[config.mk]
export PLATFORM = sky130hd
export DESIGN_NAME = hack_rom_loader
export DESIGN_NICKNAME = d
export VERILOG_FILES = /design/src/rtl/hack_loader_pkg.sv /design/src/rtl/hack_uart_rx.sv /design/src/rtl/hack_rom_loader.sv
export SDC_FILE = /design/constraint.sdc
export NUM_CORES = 1
export LEC_CHECK = 0
export ABC_AREA = 0
export CAP_MARGIN = 0
export CORE_MARGIN = 1.5
export CORE_UTILIZATION = 50
export DETAILED_ROUTE_END_ITERATION = 8
export PLACE_DENSITY = 0.7
export SKIP_LAST_GASP = 1
export SYNTH_ARGS = -nofsm -noshare
export SYNTH_HDL_FRONTEND = slang
export SYNTH_SLANG_ARGS = --single-unit
[constraint.sdc]
create_clock -name i_CLK -period 2.5 [get_ports i_CLK]
set_clock_uncertainty 0.1 [all_clocks]
set_input_delay 0.25 -clock i_CLK [delete_from_list [all_inputs] [get_ports i_CLK]]
set_output_delay 0.25 -clock i_CLK [all_outputs]
set_load 0.05 [all_outputs]
[src/rtl/hack_loader_pkg.sv]
`default_nettype none
// ============================================================================
// Module      : hack_loader_pkg
// Description : Shared constants and state encodings for the Hack ROM UART
//               bootloader (hack_rom_loader / hack_uart_rx). The optional
//               checksum feature is enabled with HACK_LOADER_CHECKSUM_EN.
// Revision    : 1.0 - initial release
// ============================================================================
package hack_loader_pkg;

  // Frame start marker
  localparam logic [7:0] SYNC_BYTE = 8'hA5;

  // Width of the running checksum accumulator
  localparam int CKSUM_W = 8;

  // Loader FSM states
  typedef enum logic [2:0] {
    ST_IDLE    = 3'd0,
    ST_LEN_HI  = 3'd1,
    ST_LEN_LO  = 3'd2,
    ST_DATA_HI = 3'd3,
    ST_DATA_LO = 3'd4,
    ST_CHECK   = 3'd5,
    ST_DONE    = 3'd6,
    ST_ERROR   = 3'd7
  } ld_state_e;

  // UART receiver phases
  typedef enum logic [1:0] {
    RX_IDLE  = 2'd0,
    RX_START = 2'd1,
    RX_DATA  = 2'd2,
    RX_STOP  = 2'd3
  } rx_state_e;

endpackage
`default_nettype wire

[src/rtl/hack_uart_rx.sv]
`default_nettype none
// ============================================================================
// Module      : hack_uart_rx
// Description : 8N1 UART receiver. Two-flop synchronizer, falling-edge start
//               detect with mid-bit start re-check, LSB-first shift register.
//               Emits one-cycle o_Valid / o_Frame_Err pulses per byte.
// Revision    : 1.0 - initial release
// ============================================================================
module hack_uart_rx
  import hack_loader_pkg::*;
#(
  parameter int CLKS_PER_BIT = 217
) (
  input  logic       i_CLK,
  input  logic       i_RESET_n,
  input  logic       i_RX,
  output logic [7:0] o_Byte,
  output logic       o_Valid,
  output logic       o_Frame_Err
);

  localparam int                CNT_W     = $clog2(CLKS_PER_BIT + 1);
  localparam logic [CNT_W-1:0] BIT_LAST  = CNT_W'(CLKS_PER_BIT - 1);
  localparam logic [CNT_W-1:0] HALF_LAST = CNT_W'(CLKS_PER_BIT / 2 - 1);

  logic             meta_q, sync_q, prev_q;
  rx_state_e        state_q, state_d;
  logic [CNT_W-1:0] cnt_q, cnt_d;
  logic [2:0]       bit_q, bit_d;
  logic [7:0]       shift_q, shift_d;
  logic             valid_q, valid_d;
  logic             ferr_q, ferr_d;
  logic             w_fall;

  // Synchronize the asynchronous serial line and keep one stage of history
  always_ff @(posedge i_CLK) begin
    if (!i_RESET_n) begin
      meta_q <= 1'b1;
      sync_q <= 1'b1;
      prev_q <= 1'b1;
    end else begin
      meta_q <= i_RX;
      sync_q <= meta_q;
      prev_q <= sync_q;
    end
  end

  assign w_fall = prev_q & ~sync_q;

  // Receiver state and datapath registers
  always_ff @(posedge i_CLK) begin
    if (!i_RESET_n) begin
      state_q <= RX_IDLE;
      cnt_q   <= '0;
      bit_q   <= '0;
      shift_q <= '0;
      valid_q <= 1'b0;
      ferr_q  <= 1'b0;
    end else begin
      state_q <= state_d;
      cnt_q   <= cnt_d;
      bit_q   <= bit_d;
      shift_q <= shift_d;
      valid_q <= valid_d;
      ferr_q  <= ferr_d;
    end
  end

  // Bit timing: start re-checked at half a bit, then one sample per bit
  always_comb begin
    state_d = state_q;
    cnt_d   = cnt_q;
    bit_d   = bit_q;
    shift_d = shift_q;
    valid_d = 1'b0;
    ferr_d  = 1'b0;
    case (state_q)
      RX_IDLE: begin
        if (w_fall) begin
          state_d = RX_START;
          cnt_d   = '0;
        end
      end
      RX_START: begin
        if (cnt_q == HALF_LAST) begin
          cnt_d = '0;
          bit_d = '0;
          // A line that is high again at mid-start was only a glitch
          state_d = sync_q ? RX_IDLE : RX_DATA;
        end else begin
          cnt_d = cnt_q + 1'b1;
        end
      end
      RX_DATA: begin
        if (cnt_q == BIT_LAST) begin
          cnt_d   = '0;
          shift_d = {sync_q, shift_q[7:1]};
          bit_d   = bit_q + 1'b1;
          if (bit_q == 3'd7) begin
            state_d = RX_STOP;
          end
        end else begin
          cnt_d = cnt_q + 1'b1;
        end
      end
      RX_STOP: begin
        if (cnt_q == BIT_LAST) begin
          cnt_d   = '0;
          state_d = RX_IDLE;
          valid_d = sync_q;
          ferr_d  = ~sync_q;
        end else begin
          cnt_d = cnt_q + 1'b1;
        end
      end
      default: state_d = RX_IDLE;
    endcase
  end

  assign o_Byte      = shift_q;
  assign o_Valid     = valid_q;
  assign o_Frame_Err = ferr_q;

endmodule
`default_nettype wire

[src/rtl/hack_rom_loader.sv]
`default_nettype none
// ============================================================================
// Module      : hack_rom_loader
// Description : UART bootloader for the Hack instruction ROM. Parses
//               A5 / LEN_HI / LEN_LO / words (hi byte first), writes words
//               from address 0 and holds the CPU in reset while loading.
//               Define HACK_LOADER_CHECKSUM_EN to require a trailing 8-bit
//               sum of LEN_HI, LEN_LO and all data bytes.
// Revision    : 1.0 - initial release
// ============================================================================
module hack_rom_loader
  import hack_loader_pkg::*;
#(
  parameter int CLKS_PER_BIT = 217,
  parameter int ROM_DEPTH    = 32768
) (
  input  logic        i_CLK,
  input  logic        i_RESET_n,
  input  logic        i_RX,
  output logic [15:0] o_ROM_Address,
  output logic [15:0] o_ROM_Data,
  output logic        o_ROM_Write_EN,
  output logic        o_CPU_RESET_n,
  output logic        o_Busy,
  output logic        o_Error
);

  localparam logic [16:0] DEPTH_LIM = 17'(ROM_DEPTH);

  logic [7:0]  w_rx_byte;
  logic        w_rx_valid;
  logic        w_rx_ferr;
  logic        w_sync_accept;
  logic [15:0] w_len;
  logic        w_len_bad;

  ld_state_e   state_q, state_d;
  logic [7:0]  len_hi_q, len_hi_d;
  logic [7:0]  data_hi_q, data_hi_d;
  logic [15:0] waddr_q, waddr_d;
  logic [15:0] words_q, words_d;
  logic [15:0] addr_q, addr_d;
  logic [15:0] data_q, data_d;
  logic        we_q, we_d;
  logic        run_q, run_d;
  logic        busy_q, busy_d;
  logic        err_q, err_d;

  hack_uart_rx #(
    .CLKS_PER_BIT (CLKS_PER_BIT)
  ) u_rx (
    .i_CLK       (i_CLK),
    .i_RESET_n   (i_RESET_n),
    .i_RX        (i_RX),
    .o_Byte      (w_rx_byte),
    .o_Valid     (w_rx_valid),
    .o_Frame_Err (w_rx_ferr)
  );

  // A sync byte restarts a load from either idle or a failed load
  assign w_sync_accept = w_rx_valid && (w_rx_byte == SYNC_BYTE) &&
                         ((state_q == ST_IDLE) || (state_q == ST_ERROR));
  assign w_len         = {len_hi_q, w_rx_byte};
  assign w_len_bad     = (w_len == 16'd0) || ({1'b0, w_len} > DEPTH_LIM);

`ifdef HACK_LOADER_CHECKSUM_EN
  logic [CKSUM_W-1:0] cksum_q, cksum_d;
  logic               w_cksum_ok;

  // Running sum of length and data bytes, restarted by each sync byte
  always_comb begin
    cksum_d = cksum_q;
    if (w_sync_accept) begin
      cksum_d = '0;
    end else if (w_rx_valid && (state_q inside {ST_LEN_HI, ST_LEN_LO,
                                                ST_DATA_HI, ST_DATA_LO})) begin
      cksum_d = cksum_q + w_rx_byte;
    end
  end

  // Checksum accumulator register
  always_ff @(posedge i_CLK) begin
    if (!i_RESET_n) cksum_q <= '0;
    else            cksum_q <= cksum_d;
  end

  assign w_cksum_ok = (w_rx_byte == cksum_q);
`endif

  // Loader state, counters and registered outputs
  always_ff @(posedge i_CLK) begin
    if (!i_RESET_n) begin
      state_q   <= ST_IDLE;
      len_hi_q  <= '0;
      data_hi_q <= '0;
      waddr_q   <= '0;
      words_q   <= '0;
      addr_q    <= '0;
      data_q    <= '0;
      we_q      <= 1'b0;
      run_q     <= 1'b0;
      busy_q    <= 1'b0;
      err_q     <= 1'b0;
    end else begin
      state_q   <= state_d;
      len_hi_q  <= len_hi_d;
      data_hi_q <= data_hi_d;
      waddr_q   <= waddr_d;
      words_q   <= words_d;
      addr_q    <= addr_d;
      data_q    <= data_d;
      we_q      <= we_d;
      run_q     <= run_d;
      busy_q    <= busy_d;
      err_q     <= err_d;
    end
  end

  // Frame parser: next state, write issue and status flags
  always_comb begin
    state_d   = state_q;
    len_hi_d  = len_hi_q;
    data_hi_d = data_hi_q;
    waddr_d   = waddr_q;
    words_d   = words_q;
    addr_d    = addr_q;
    data_d    = data_q;
    we_d      = 1'b0;

    case (state_q)
      ST_IDLE, ST_ERROR: begin
        if (w_sync_accept) begin
          state_d = ST_LEN_HI;
          waddr_d = '0;
        end
      end
      ST_LEN_HI: begin
        if (w_rx_valid) begin
          len_hi_d = w_rx_byte;
          state_d  = ST_LEN_LO;
        end
      end
      ST_LEN_LO: begin
        if (w_rx_valid) begin
          words_d = w_len;
          state_d = w_len_bad ? ST_ERROR : ST_DATA_HI;
        end
      end
      ST_DATA_HI: begin
        if (w_rx_valid) begin
          data_hi_d = w_rx_byte;
          state_d   = ST_DATA_LO;
        end
      end
      ST_DATA_LO: begin
        if (w_rx_valid) begin
          // Address/data are held in their own registers so they stay
          // stable after the strobe while the write pointer moves on
          addr_d  = waddr_q;
          data_d  = {data_hi_q, w_rx_byte};
          we_d    = 1'b1;
          waddr_d = waddr_q + 16'd1;
          words_d = words_q - 16'd1;
          if (words_q == 16'd1) begin
`ifdef HACK_LOADER_CHECKSUM_EN
            state_d = ST_CHECK;
`else
            state_d = ST_DONE;
`endif
          end else begin
            state_d = ST_DATA_HI;
          end
        end
      end
`ifdef HACK_LOADER_CHECKSUM_EN
      ST_CHECK: begin
        if (w_rx_valid) begin
          state_d = w_cksum_ok ? ST_DONE : ST_ERROR;
        end
      end
`endif
      ST_DONE: state_d = ST_IDLE;
      default: state_d = ST_IDLE;
    endcase

    // A corrupted byte anywhere inside a frame aborts the load
    if (w_rx_ferr && (state_q != ST_IDLE) && (state_q != ST_ERROR)) begin
      state_d = ST_ERROR;
    end

    // CPU runs from idle/done; released the cycle after DONE
    run_d  = w_sync_accept ? 1'b0 : ((state_q == ST_IDLE) || (state_q == ST_DONE));
    busy_d = w_sync_accept |
             (busy_q & (state_q != ST_DONE) & (state_d != ST_ERROR));
    err_d  = (state_d == ST_ERROR);
  end

  assign o_ROM_Address  = addr_q;
  assign o_ROM_Data     = data_q;
  assign o_ROM_Write_EN = we_q;
  assign o_CPU_RESET_n  = run_q;
  assign o_Busy         = busy_q;
  assign o_Error        = err_q;

endmodule
`default_nettype wire

; ---- Word-level counts from Yosys, hierarchy flattened
; Index checks and enable logic that the tools add are counted.
[totals]
reg_bits = 113
inputBits = 3
out_inout_bits = 36
elab_cells = 114
[classes]
add_sub_neg = 4
order_cmp = 1
eq_ne = 26
mux = 30
n_bitwise = 6
n_reduce_logical = 27
[ops]
columns = operator, n
row1 = two-way mux 16 bit, 4
row2 = one-hot mux 16 bit (2 select lines), 2
row3 = two-way mux 3 bit, 10
row4 = two-way mux 8 bit, 3
row5 = one-hot mux 8 bit (3 select lines), 1
row6 = adder 16 x 1 -> 16 bit (second input constant), 1
row7 = == test 16 x 1 -> 1 bit (second input constant), 1
row8 = == test 8 bit (second input constant), 2
row9 = greater-than comparator 16 bit (second input constant), 1
row10 = logical NOT 16 bit, 1
row11 = subtractor 16 x 1 -> 16 bit (second input constant), 1
row12 = == test 3 bit (second input constant), 5
row13 = one-hot mux 3 bit (5 select lines), 1
row14 = != test 2 x 1 -> 1 bit (second input constant), 7
row15 = two-way mux 2 bit, 6
row16 = AND reduction 3 bit, 4
row17 = AND reduction 2 bit, 5
row18 = != test 3 bit (second input constant), 3
row19 = adder 8 x 1 -> 8 bit (second input constant), 1
row20 = == test 8 x 7 -> 1 bit (second input constant), 1
row21 = one-hot mux 2 bit (4 select lines), 1
row22 = == test 3 x 2 -> 1 bit (second input constant), 2
row23 = one-hot mux 3 bit (2 select lines), 1
row24 = nonzero test 2 bit, 3
row25 = 16 further kinds, 27

; ---- Depth between registers and ports, before layout
[depth]
depth_word = 9
mapped_depth = 8
mapped_depth_nobuf = 7

; ---- Hierarchy
; A second synthesis with hierarchy kept.
[unflattened]
cells_unflattened = 611
hier_area_um2 = 5133.7
[modules_own_cells]
columns = mod, n_inst, cells_per_inst, area_per_inst_um2, seq_area_each_um2
row1 = hack_rom_loader, 1, 481, 3871.2, 1741.7
row2 = hack_uart_rx, 1, 130, 1262.5, 520.5

; ---- Worst setup path after synthesis
; No wires, ideal clock.
[synth_path]
path_type = register to register
start = reg state_q[0]
end = reg waddr_q[13]
setup_time_ns = 0.116
t_arrival_ns = 1.534
t_required_ns = 2.284
path_slack_ns = 0.750
path_stages_with_launch = 7
path_buffers = 1
synth_period_minus_slack_ns = 1.750
cell_sequence = dfxtp_1 > buf_6 > nor3_1 > o2111ai_4 > a2111oi_2 > xnor2_1 > nor2_2
[synth_between]
elab_chain_cells = 5
elab_cells_between_ends = 11
cone_classes = eq/ne: 4 / mux: 1 / reduce/logical: 6
[synth_lines]
columns = element, line_no
row1 = "start, declared", hack_rom_loader.sv:37  ; ld_state_e state_q, state_d;
row2 = "start signal, assigned", hack_rom_loader.sv:105  ; state_q <= state_d;
row3 = == test 3 bit or logical NOT 3 bit (tied branches), "hack_rom_loader.sv:62, hack_rom_loader.sv:130"
row4 = logical OR 1 bit, hack_rom_loader.sv:62  ; ((state_q == ST_IDLE) || (state_q == ST_ERROR));
row5 = logical AND 1 bit, hack_rom_loader.sv:61  ; assign w_sync_accept = w_rx_valid && (w_rx_byte == SYNC_BYTE) &&
row6 = != test 2 bit (no source line), -
row7 = AND reduction 3 bit (no source line), -
row8 = "end signal, assigned", hack_rom_loader.sv:108  ; waddr_q <= waddr_d;
row9 = "end, declared", hack_rom_loader.sv:40  ; logic [15:0] waddr_q, waddr_d;
; Parallel ways exist; a longest one is shown, timed or not.
; A chain may end at the register's enable or synchronous reset.

; ---- Worst setup path after layout
[layout_path]
start = reg state_q[0]
end = reg waddr_q[5]
; The elaborated chain is that of the path after synthesis.

==> results.sh <==
export IMPL_outcome="finished clean"
export IMPL_clock_path_buffers=2
export IMPL_antennaDiodeCount=0
export IMPL_crit_buf_inv=1
export IMPL_hp_class="input pin to flop"
export IMPL_finalMaxSlewViolations=0
export IMPL_route_vias_total=4498
export IMPL_fillers=830
export IMPL_synth_edf_count=0
export IMPL_wl_met3_um=718
export IMPL_io_pins=39
export IMPL_final_setup_worst_slack_ns=0.308
export IMPL_fp_dieH_um=104
export IMPL_pre_cts_ws_ns=0.391
export IMPL_drive_gt1_frac=0.119
export IMPL_synth_commonest_cells="139 x nand2_1, 113 x dfxtp_1, 78 x a21oi_1, 44 x nor2_1, 22 x clkbuf_1"
export IMPL_place_gp_congestion=0.882
export IMPL_timing_critical_path_from_type="flop"
export IMPL_synth_seq_cells=113
export IMPL_slew_headroom=0.602
export IMPL_syn_area_um2=5110
export IMPL_m1WireLength_um=5880
export IMPL_antenna_found_initial=0
export IMPL_viasPerCell=5.54
export IMPL_whs_ns=0.215
export IMPL_yosysUniqueCellTypes=60
export IMPL_final_nets=680
export IMPL_stdcell_count=812
export IMPL_ctsHtreeMaxLevel=4
export IMPL_power_total_mw=4.27
export IMPL_cpPeakStageDelay_ns=0.61
export IMPL_cts_resized_gates=0
export IMPL_crit_family="flip-flops"
export IMPL_path_clk_slew_ns=0.06
export IMPL_peakVddDrop_v=0.000357
export IMPL_syn_mean_instance_area_um2=8.26
export IMPL_cap_violations=0
export IMPL_setup_worst_path_end_class="flop"
export IMPL_path_max_fanout=16
export IMPL_rows=36
export IMPL_die_x_um=104
export IMPL_grt_pass1_wl_um=20500
export IMPL_ant_nets=0
export IMPL_max_freq_ghz=0.456
export IMPL_grt_overflow=0
export IMPL_final_util=0.635
export IMPL_rsz0062_at_grt="no"
export IMPL_area_growth_synth_to_final_pct=22.6
export IMPL_p_per_area_nw_per_um2=682
export IMPL_coreArea_um2=9860
export IMPL_hold_viol_final=0
export IMPL_clock_latency_ns=0.52
export IMPL_root_buffer="clkbuf_8"
export IMPL_synth_top_cells_by_area="dfxtp_1 44%, nand2_1 10%, a21oi_1 7.6%"
export IMPL_dp_hpwl_um=8430
export IMPL_yosysTopAreaCell="dfxtp_1"
export IMPL_post_cts_buffers=0
export IMPL_post_route_min_period_ns=2.19
export IMPL_critPathKind="flop to flop"
export IMPL_top_layer_used="met4"
export IMPL_final_area_um2=6270
export IMPL_cpMaxStageDelayCell="dfxtp_1"
export IMPL_drcViolationCount=0
export IMPL_die_area_um2=10800
export IMPL_dp_cells=780
export IMPL_place_area_um2=5690
export IMPL_dr_pass1_iters=5
export IMPL_crit_chain="nor3_1, o2111ai_4, nand2_1, buf_4, nor2_1"
export IMPL_ctsHoldBuffers=0
export IMPL_synth_cells=619
export IMPL_dr_wl_met2_um=5480
export IMPL_finalSetupViolations=0
export IMPL_grt_pass1_vias=4143
export IMPL_critPathArrivalTime_ns=2.54
export IMPL_async_reset_ff_frac=0
export IMPL_cts_tree="built"
export IMPL_synth_seq_area_share=0.443
export IMPL_finalCritPeriodShare=0.877
export IMPL_numCtsBuffers=17
export IMPL_finalSetupTns_ns=0
export IMPL_start_util=0.518
export IMPL_grt_util_all_layers=0.236
export IMPL_synth_fp_nets=633
export IMPL_p_leak_nw=2.23
export IMPL_drtIter0Drc=372
export IMPL_yosysTopAreaCellShare=0.443
export IMPL_numPortBuffers=38
export IMPL_synth_most_common_cell="nand2_1"
export IMPL_wl_per_cell_um=15.1
export IMPL_required_ns=2.85
export IMPL_synth_warnings=0
export IMPL_clock_sinks=113
export IMPL_tightest_slew_ns=0.592
export IMPL_wl_um=12300
export IMPL_synth_main_ff_cell="dfxtp_1"
export IMPL_grt_max_degree=30
cells in the final DEF, fill, tap and decap left out, drive strengths merged, types with 5 or more instances in the layout:
| cell type | count |
|---|---|
| nor4 | 5 |
| clkinv | 6 |
| nor2 | 46 |
| ha | 11 |
| a31oi | 10 |
| nand3 | 18 |
| clkbuf | 22 |
| and3 | 8 |
| dfxtp | 113 |
| clkdlybuf4s50 | 38 |
| a21oi | 78 |
| nand2 | 139 |
| xor2 | 5 |
| nand4 | 11 |
| inv | 14 |
| a211oi | 9 |
| buf | 26 |
| o21ai | 15 |
| a22oi | 6 |
| nor3 | 10 |
| and2 | 5 |
| mux2i | 12 |
| nand2b | 7 |
| xnor2 | 13 |
power breakdown:
group / switching, mW / internal [mW]
Sequential: 0.0104 / 1.81
Clock: 0.819 / 1.49
Combinational: 0.0917 / 0.0523
Total: 0.921 / 3.35
state kept, by name (all words and copies together) (netlist names), 3 cells and up, named ones only:
| signal | count |
|---|---|
| u_rx.cnt_q | 8 |
| waddr_q | 16 |
| data_hi_q | 8 |
| words_q | 16 |
| len_hi_q | 8 |
| state_q | 3 |
| o_ROM_Data | 16 |
| u_rx.bit_q | 3 |
| u_rx.o_Byte | 8 |
| o_ROM_Address | 16 |
final cells by class:
class / count / area, µm² / area share
inverter: 14 / 52.6 / 0.00839
clock buffer: 22 / 463 / 0.0739
tap: 133 / 166 / 0.0266
timing repair buffer: 64 / 576 / 0.0919
clock inverter: 10 / 109 / 0.0174
sequential: 113 / 2260 / 0.361
multi-input combinational: 456 / 2640 / 0.421
routing by layer:
| layer | vias up | GRT usage |
|---|---|---|
| met4 | 0 | 0.0813 |
| met3 | 22 | 0.0689 |
| li1 | 2247 | - |
| met2 | 140 | 0.358 |
| met1 | 2089 | 0.322 |
| met5 | - | 0 |
kinds of logic (layout without fill, tap and decap cells):
logic type / Yosys count / after routing / synth area share
multiplexers: 15 / 15 / 0.0301
adder cells (fa/ha/maj): 11 / 11 / 0.0269
AO/OA/AOI/OAI: 145 / 145 / 0.181
AND/OR/NAND/NOR: 267 / 267 / 0.246
buffers and inverters: 50 / 110 / 0.0424
XOR/XNOR: 18 / 18 / 0.0309
flip-flops: 113 / 113 / 0.443
path summary, 6_finish.rpt:
path | startpoint | end | slack (ns) | cells past startpoint
hold reg to reg | u_rx.meta_q$_SDFF_PN1_ | u_rx.sync_q$_SDFF_PN1_ | 0.31 | 1
setup reg to reg | state_q[0]$_SDFF_PN0_ | waddr_q[5]$_SDFFE_PN0P_ | 0.31 | 5
hold / removal | i_RX | u_rx.meta_q$_SDFF_PN1_ | 0.21 | 2
setup / recovery | state_q[0]$_SDFF_PN0_ | waddr_q[5]$_SDFFE_PN0P_ | 0.31 | 5
Power figures use the tool's default switching activity.
